==> config.mk <==
export PLATFORM = sky130hd
export DESIGN_NAME = serial_mag_cmp_ctrl_flat
export DESIGN_NICKNAME = d
export VERILOG_FILES = /design/src/rtl/cmp_pkg.sv /design/src/rtl/serial_mag_cmp_ctrl_if.sv /design/src/rtl/serial_mag_cmp_ctrl_cell.sv /design/src/rtl/serial_mag_cmp_ctrl.sv /design/src/flat_wrapper.sv
export SDC_FILE = /design/constraint.sdc
export NUM_CORES = 1
export LEC_CHECK = 0
export ABC_AREA = 1
export CAP_MARGIN = 20
export CORE_MARGIN = 4
export CORE_UTILIZATION = 40
export CTS_BUF_LIST = sky130_fd_sc_hd__clkbuf_2 sky130_fd_sc_hd__clkbuf_4 sky130_fd_sc_hd__clkbuf_8
export DETAILED_ROUTE_END_ITERATION = 12
export REMOVE_ABC_BUFFERS = 1
export SKIP_CTS_REPAIR_TIMING = 1
export SLEW_MARGIN = 10
export SYNTH_ARGS = -nofsm -noshare
export SYNTH_HDL_FRONTEND = slang
export SYNTH_SLANG_ARGS = --single-unit
==> constraint.sdc <==
create_clock -name clk -period 2.31 [get_ports clk]
set_input_delay 0.231 -clock clk [delete_from_list [all_inputs] [get_ports clk]]
set_output_delay 0.231 -clock clk [all_outputs]
set_load 0.005 [all_outputs]
==> src/rtl/cmp_pkg.sv <==
// Shared types for the serial magnitude compare controller.
// Latency: n/a (types and constants only).
// Backpressure: n/a.
package cmp_pkg;

    // Controller FSM states.
    typedef enum logic [1:0] {
        IDLE  = 2'd0,
        SHIFT = 2'd1,
        DONE  = 2'd2
    } cmp_state_t;

    // Result encoding for downstream consumers that prefer a code over one-hot flags.
    localparam logic [1:0] RES_EQ = 2'd0;
    localparam logic [1:0] RES_LT = 2'd1;
    localparam logic [1:0] RES_GT = 2'd2;

    // Bit index width; at least one bit so WIDTH=1 still has a legal register.
    function automatic int idx_width(input int w);
        return (w > 1) ? $clog2(w) : 1;
    endfunction

endpackage

==> src/rtl/serial_mag_cmp_ctrl_if.sv <==
// Start/done handshake and operand/result bundle for the serial comparator.
// Latency: n/a (wiring only).
// Backpressure: none; start is simply ignored while a compare is in flight.
interface serial_mag_cmp_ctrl_if #(
    parameter int WIDTH = 8
);
    logic             start;
    logic [WIDTH-1:0] a;
    logic [WIDTH-1:0] b;
    logic             busy;
    logic             done;
    logic             eq;
    logic             lt;
    logic             gt;

    modport master (
        output start, a, b,
        input  busy, done, eq, lt, gt
    );

    modport slave (
        input  start, a, b,
        output busy, done, eq, lt, gt
    );
endinterface

==> src/rtl/serial_mag_cmp_ctrl_cell.sv <==
// One-bit magnitude comparator cell (x against y).
// Latency: purely combinational.
// Backpressure: none.
module mag_bit_cell (
    input  logic x,
    input  logic y,
    output logic eq,
    output logic lt,
    output logic gt
);
    assign eq = ~(x ^ y);
    assign lt = ~x & y;
    assign gt = x & ~y;
endmodule

==> src/rtl/serial_mag_cmp_ctrl.sv <==
// MSB-first serial magnitude compare of latched operands with early exit.
// Latency: done pulses WIDTH-k+1 cycles after start (k = highest differing bit, 0 if equal).
// Backpressure: start is only sampled in IDLE; requests during SHIFT/DONE are dropped.
module serial_mag_cmp_ctrl
    import cmp_pkg::*;
#(
    parameter int WIDTH = 8
) (
    input  logic                 clk,
    input  logic                 rst,
    serial_mag_cmp_ctrl_if.slave bus
);
    localparam int IDXW = idx_width(WIDTH);
    localparam logic [IDXW-1:0] IDX_MSB = IDXW'(WIDTH - 1);

    cmp_state_t       state, state_n;
    logic [WIDTH-1:0] ra, ra_n;
    logic [WIDTH-1:0] rb, rb_n;
    logic [IDXW-1:0]  idx, idx_n;
    logic             busy_q, busy_n;
    logic             done_q, done_n;
    logic             eq_q, eq_n;
    logic             lt_q, lt_n;
    logic             gt_q, gt_n;
    logic             cell_eq, cell_lt, cell_gt;

    mag_bit_cell u_cell (
        .x  (ra[idx]),
        .y  (rb[idx]),
        .eq (cell_eq),
        .lt (cell_lt),
        .gt (cell_gt)
    );

    // State, operand, index and result registers; reset aborts any compare in flight.
    always_ff @(posedge clk or posedge rst) begin
        if (rst) begin
            state  <= IDLE;
            ra     <= '0;
            rb     <= '0;
            idx    <= '0;
            busy_q <= 1'b0;
            done_q <= 1'b0;
            eq_q   <= 1'b0;
            lt_q   <= 1'b0;
            gt_q   <= 1'b0;
        end else begin
            state  <= state_n;
            ra     <= ra_n;
            rb     <= rb_n;
            idx    <= idx_n;
            busy_q <= busy_n;
            done_q <= done_n;
            eq_q   <= eq_n;
            lt_q   <= lt_n;
            gt_q   <= gt_n;
        end
    end

    // Next-state logic: accept in IDLE, walk bits down in SHIFT, single-cycle DONE.
    always_comb begin
        state_n = state;
        ra_n    = ra;
        rb_n    = rb;
        idx_n   = idx;
        busy_n  = busy_q;
        done_n  = 1'b0;
        eq_n    = eq_q;
        lt_n    = lt_q;
        gt_n    = gt_q;
        case (state)
            IDLE: begin
                if (bus.start) begin
                    ra_n    = bus.a;
                    rb_n    = bus.b;
                    idx_n   = IDX_MSB;
                    eq_n    = 1'b0;
                    lt_n    = 1'b0;
                    gt_n    = 1'b0;
                    busy_n  = 1'b1;
                    state_n = SHIFT;
                end
            end
            SHIFT: begin
                if (cell_gt) begin
                    gt_n    = 1'b1;
                    busy_n  = 1'b0;
                    done_n  = 1'b1;
                    state_n = DONE;
                end else if (cell_lt) begin
                    lt_n    = 1'b1;
                    busy_n  = 1'b0;
                    done_n  = 1'b1;
                    state_n = DONE;
                end else if (cell_eq) begin
                    // idx==0 always exits, so the decrement never wraps.
                    if (idx == '0) begin
                        eq_n    = 1'b1;
                        busy_n  = 1'b0;
                        done_n  = 1'b1;
                        state_n = DONE;
                    end else begin
                        idx_n = idx - IDXW'(1);
                    end
                end
            end
            DONE: begin
                state_n = IDLE;
            end
            default: begin
                state_n = IDLE;
            end
        endcase
    end

    assign bus.busy = busy_q;
    assign bus.done = done_q;
    assign bus.eq   = eq_q;
    assign bus.lt   = lt_q;
    assign bus.gt   = gt_q;

endmodule

==> src/flat_wrapper.sv <==
// flat-port wrapper written by rule: the top's interface ports become plain ports
module serial_mag_cmp_ctrl_flat import cmp_pkg::*;
#(
    parameter int WIDTH = 8
)
  (clk, rst, bus_start, bus_a, bus_b, bus_busy, bus_done, bus_eq, bus_lt, bus_gt);
  serial_mag_cmp_ctrl_if #(.WIDTH(WIDTH)) bus_i ();
  input  logic clk;
  input  logic rst;
  input wire logic [$bits(bus_i.start)-1:0] bus_start;
  input wire logic [$bits(bus_i.a)-1:0] bus_a;
  input wire logic [$bits(bus_i.b)-1:0] bus_b;
  output wire logic [$bits(bus_i.busy)-1:0] bus_busy;
  output wire logic [$bits(bus_i.done)-1:0] bus_done;
  output wire logic [$bits(bus_i.eq)-1:0] bus_eq;
  output wire logic [$bits(bus_i.lt)-1:0] bus_lt;
  output wire logic [$bits(bus_i.gt)-1:0] bus_gt;
  assign bus_i.start = bus_start;
  assign bus_i.a = bus_a;
  assign bus_i.b = bus_b;
  assign bus_busy = bus_i.busy;
  assign bus_done = bus_i.done;
  assign bus_eq = bus_i.eq;
  assign bus_lt = bus_i.lt;
  assign bus_gt = bus_i.gt;
  serial_mag_cmp_ctrl #(.WIDTH(WIDTH)) u_core (.clk(clk), .rst(rst), .bus(bus_i));
endmodule
; ---- Yosys cells after proc, flatten, opt, wreduce, memory -nomap -nowiden
; Cells that the tools add are included.
[totals]
elab_cells = 75
output_inout_bits = 5
regBits = 26
[classes]
order_cmp = 1
bitwise = 5
muxes = 38
n_addsub = 1
eq_ne = 11
n_reduce_logical = 10
[ops]
columns = cell, count
row1 = $mux 1, 20
row2 = $mux 3, 5
row3 = $reduce_and 6->1, 2
row4 = $mux 2, 5
row5 = $ne 2x2->1 const B, 5
row6 = $pmux 1 s2, 4
row7 = $reduce_and 4->1, 2
row8 = $bmux 1 s3, 2
row9 = $ne 2x1->1 const B, 3
row10 = $pmux 3 s2, 1
row11 = $reduce_and 3->1, 2
row12 = $lt 3x4->1 const B, 1
row13 = $ne 4x1->1 const B, 1
row14 = $ne 4x2->1 const B, 1
row15 = $pmux 2 s2, 1
row16 = $logic_not 3->1, 1
row17 = $sub 3x1->3 const B, 1
row18 = $and 1x1->1, 2
row19 = $eq 2x1->1 const B, 1
row20 = $logic_not 2->1, 1
row21 = $not 1->1, 2
row22 = $reduce_and 2->1, 1
row23 = $reduce_bool 2->1, 1
row24 = $xor 1x1->1, 1

; ---- Logic depth before layout (Yosys ltp)
[logic_depth]
depth_word = 7
ltp_mapped = 15

; ---- Cells and area by module
; Synthesis repeated with hierarchy kept, for this count alone.
[unflattened]
hier_cells = 167
area_unflattened_um2 = 1300.0
[by_module_without_submodules]
columns = module, seq_area_each_um2, cells_each, n_inst, area_per_inst_um2
row1 = serial_mag_cmp_ctrl, 650.6, 163, 1, 1267.5
row2 = mag_bit_cell, 0.0, 4, 1, 32.5

; ---- Worst setup path before layout
; No wires, ideal clock.
[synth_path]
path_kind = reg-to-reg
startpoint = reg u_core.idx[0]
endpoint = reg u_core.idx[1]
synth_period_minus_slack_ns = 1.828
required_ns = 2.193
setup_time_ns = 0.117
arrival_ns = 1.712
path_slack_ns = 0.482
stages_incl_launch_ff = 16
cell_sequence = dfrtp_1 > buf_4 > nor2_1 > nor2_1 > o21ai_0 > nand2_1 > nand2_1 > nand2_1 > ha_1 > inv_1 > nand3_1 > nand2_1 > nor2_2 > nand2_2 > nand2_1 > nand2_1
[synth_via]
elab_chain_len = 6
word_cells_on_any_way = 21
classes_between = 1 x add/sub / 4 x eq/ne / 9 x mux / 5 x bitwise / 2 x reduce/logical
[synth_rtl]
columns = element, line_no
row1 = start: declaration, serial_mag_cmp_ctrl.sv:19  ; logic [IDXW-1:0] idx, idx_n;
row2 = start signal: assignment, serial_mag_cmp_ctrl.sv:51  ; idx <= idx_n;
row3 = "$sub 3x1->3, or another cell as far along", serial_mag_cmp_ctrl.sv:103  ; idx_n = idx - IDXW'(1);
row4 = "$mux 3, or another cell as far along", serial_mag_cmp_ctrl.sv:97  ; if (idx == '0) begin
row5 = "$mux 3, or another cell as far along", serial_mag_cmp_ctrl.sv:95  ; end else if (cell_eq) begin
row6 = "$mux 3, or another cell as far along", serial_mag_cmp_ctrl.sv:90  ; end else if (cell_lt) begin
row7 = $mux 3 or $ne 2x2->1 (tied branches), --
row8 = $pmux 3 s2 or $reduce_and 6->1 (tied branches), --
; Several ways; a longest one is shown, not always the timed one. The select of a mux whose other input is x is not followed.
; A chain may end at the register's enable or synchronous reset.

; ---- Worst setup path after layout
[layout_path]
startpoint = reg u_core.idx[0]
endpoint = reg u_core.idx[2]
; The elaborated chain is that of the path after synthesis.

==> results.ini <==
[synth]
synth_warnings=0
ys_seq_area_frac=0.478
netlist_area_um2=1360
yosys.area.top_type_share=0.478
synth_common_cells=nand2_1, dfrtp_1, inv_1, nand3_1
synthesis.instances=172
ys_async_sr_fraction=1.00
avgSynthCellArea_um2=7.91
synth_seq_cells=26
synth_area_leaders=dfrtp_1, nand2_1, ha_1
ys_types=23
synth_edf_count=0
yosysMostFrequentCell=nand2_1
yosysTopAreaCell=dfrtp_1
ys.flop_type=dfrtp_1

[timing]
hold_viol_final=0
timing.fmax_mhz=495
skew_ps=2.17
setup_viol=0
fin_ws_ps=289
fin_crit_sh=0.875
grt_setup_unrepaired=false
fin_crit_ps=2020
fin_tns_setup_ps=0
slew_violations=0
slew-limit-headroom=0.779
worst_pin_slew_ps=331

[pwr]
switchingPower_mw=1.02
seqPwrFrac=0.363
leakagePower_nw=0.852
p_int_mw=1.22
ir_drop_v=0.000533
power_frac_comb=0.550
swShare=0.456
pwr-share-clk=0.087
p_per_area_nw_per_um2=1360

[cells_and_area]
finish.utilization=0.521
drive_above_1_share=0.107
nNetsFinal=222
diodes=0
nFillCells=341
area_growth_pct=20.7

[detailed_routing]
m1WireLength_mm=1.30
first_iter_violations=36
route.detailed.drc=0
routed.top_layer=met4
drt_wl_total_mm=2.78
drtAntennaViolNets=0
wire_per_inst_um=11.6
met3_length_um=107
dr_total_vias=1134
drtPass1Iterations=4
dr_wl_met2_mm=1.30
avgViaCountPerCell=4.73

[run_status]
outcome=finished, final reports clean

[setup_path]
cp.required_ps=2540
endpoint_kind=register
crit_type=register to register
startpoint_type=register
critPathArrivalTime_ps=2250
cp_max_fo=9

[place]
io_buffers=23
hpwlAfterDp_mm=2.02
pre_cts_ws_ps=196
gp_congestion=0.845

[global_route]
grt_pass1_wl_mm=4.98
grt_antenna_before_repair=0
grt_pass1_vias=1206
gr-usage-all-layers=0.146
grt_max_degree=27
overflow=0

[cts]
clockBufferDepth=2
clkSinkCount=26
cts_buffers=3
clock_latency_ps=320
htreeDepth=1
clkTransAtPathRegs_ps=140
cts_root_buf=clkbuf_4
cts_tree=yes

[floorplan]
start_util=0.432
rows=20
ios=24
core_area_um2=3150
die-area_um2=4400
die_x_um=66.3
die_y_um=66.3

[flow_run]
max_cap_violations=0

[min_path]
worstHoldPathType=primary input to asynchronous set/reset pin

-- layout by cell type (no fill, tap or decap), drive strengths merged, types with 2 or more instances in the layout --
master	n
nand2	76
dfrtp	26
clkdlybuf4s50	23
inv	18
o21ai	16
nand3	10
nor2	10
ha	5
clkbuf	3
buf	3
a21oi	2
-- power groups by stage --
stage               combinational, mW  clock, mW  sequential, mW
floorplan                       0.903          0           0.789
global placement                 1.16          0           0.823
detailed placement               1.19          0           0.828
CTS                              1.21      0.199           0.817
global route                     1.44      0.216           0.843
finish                           1.23      0.194           0.812
-- logic make-up after synthesis --
family / synth area share
AO/OA/AOI/OAI: 0.0827
buffers and inverters: 0.0882
adder cells (fa/ha/maj): 0.0460
AND/OR/NAND/NOR: 0.299
XOR/XNOR: 0.00643
flip-flops: 0.478
-- worst paths after layout --
check	slack [ps]	start	end	cells past startpoint
max	290	u_core.idx[0]	u_core.idx[2]	12
min	240	rst	u_core.bus.lt	3
max reg2reg	290	u_core.idx[0]	u_core.idx[2]	12
min reg2reg	500	u_core.bus.eq	u_core.bus.eq	2
max in group asynchronous	1800	rst	u_core.idx[0]	3
min in group clk	420	bus_b[7]	u_core.rb[7]	3
-- critical path, cell delays in order, from the launching register on --
cell and delay (ps):
dfrtp_2 500, buf_4 160, o21ai_0 180, o21ai_1 100, o21ai_0 200, ha_1 220
inv_1 60, nand3_1 100, nand2_1 70, nor2_2 150, nand2_2 80, nand2_1 60
nand2_1 50
-- registers in the layout, indices dropped and copies added, names as in the netlist --
| signal | flops |
|---|---|
| u_core.bus.done | 1 |
| u_core.bus.lt | 1 |
| u_core.bus.gt | 1 |
| u_core.idx | 3 |
| u_core.bus.eq | 1 |
| u_core.rb | 8 |
| u_core.state | 2 |
| u_core.ra | 8 |
| u_core.bus.busy | 1 |
-- area by class of cell --
class                      instances  area [um2]  share of cell area
sequential                        26         652               0.397
clock buffer                       3        22.5              0.0137
inverter                          18        70.1              0.0427
timing repair buffer              26         253               0.154
tap                               44        55.1              0.0335
multi-input combinational        123         591               0.359
-- routing by layer --
metal,vias to the layer above,track usage
met5,-,0
met4,0,0.0685
met3,9,0.0255
met2,25,0.250
met1,522,0.176
li1,578,-
-- through the flow --
stage          hold slack, ps  std cells  power (mW)  instance area, um2
6_report                  238        240        2.24                1640
4_1_cts                   255        238        2.23                1630
3_3_place_gp              466        235        1.98                1600
2_1_floorplan             271        167        1.69                1310
5_1_grt                   301        240        2.50                1640
3_5_place_dp              469        235        2.02                1600
Power figures use the tool's default switching activity.
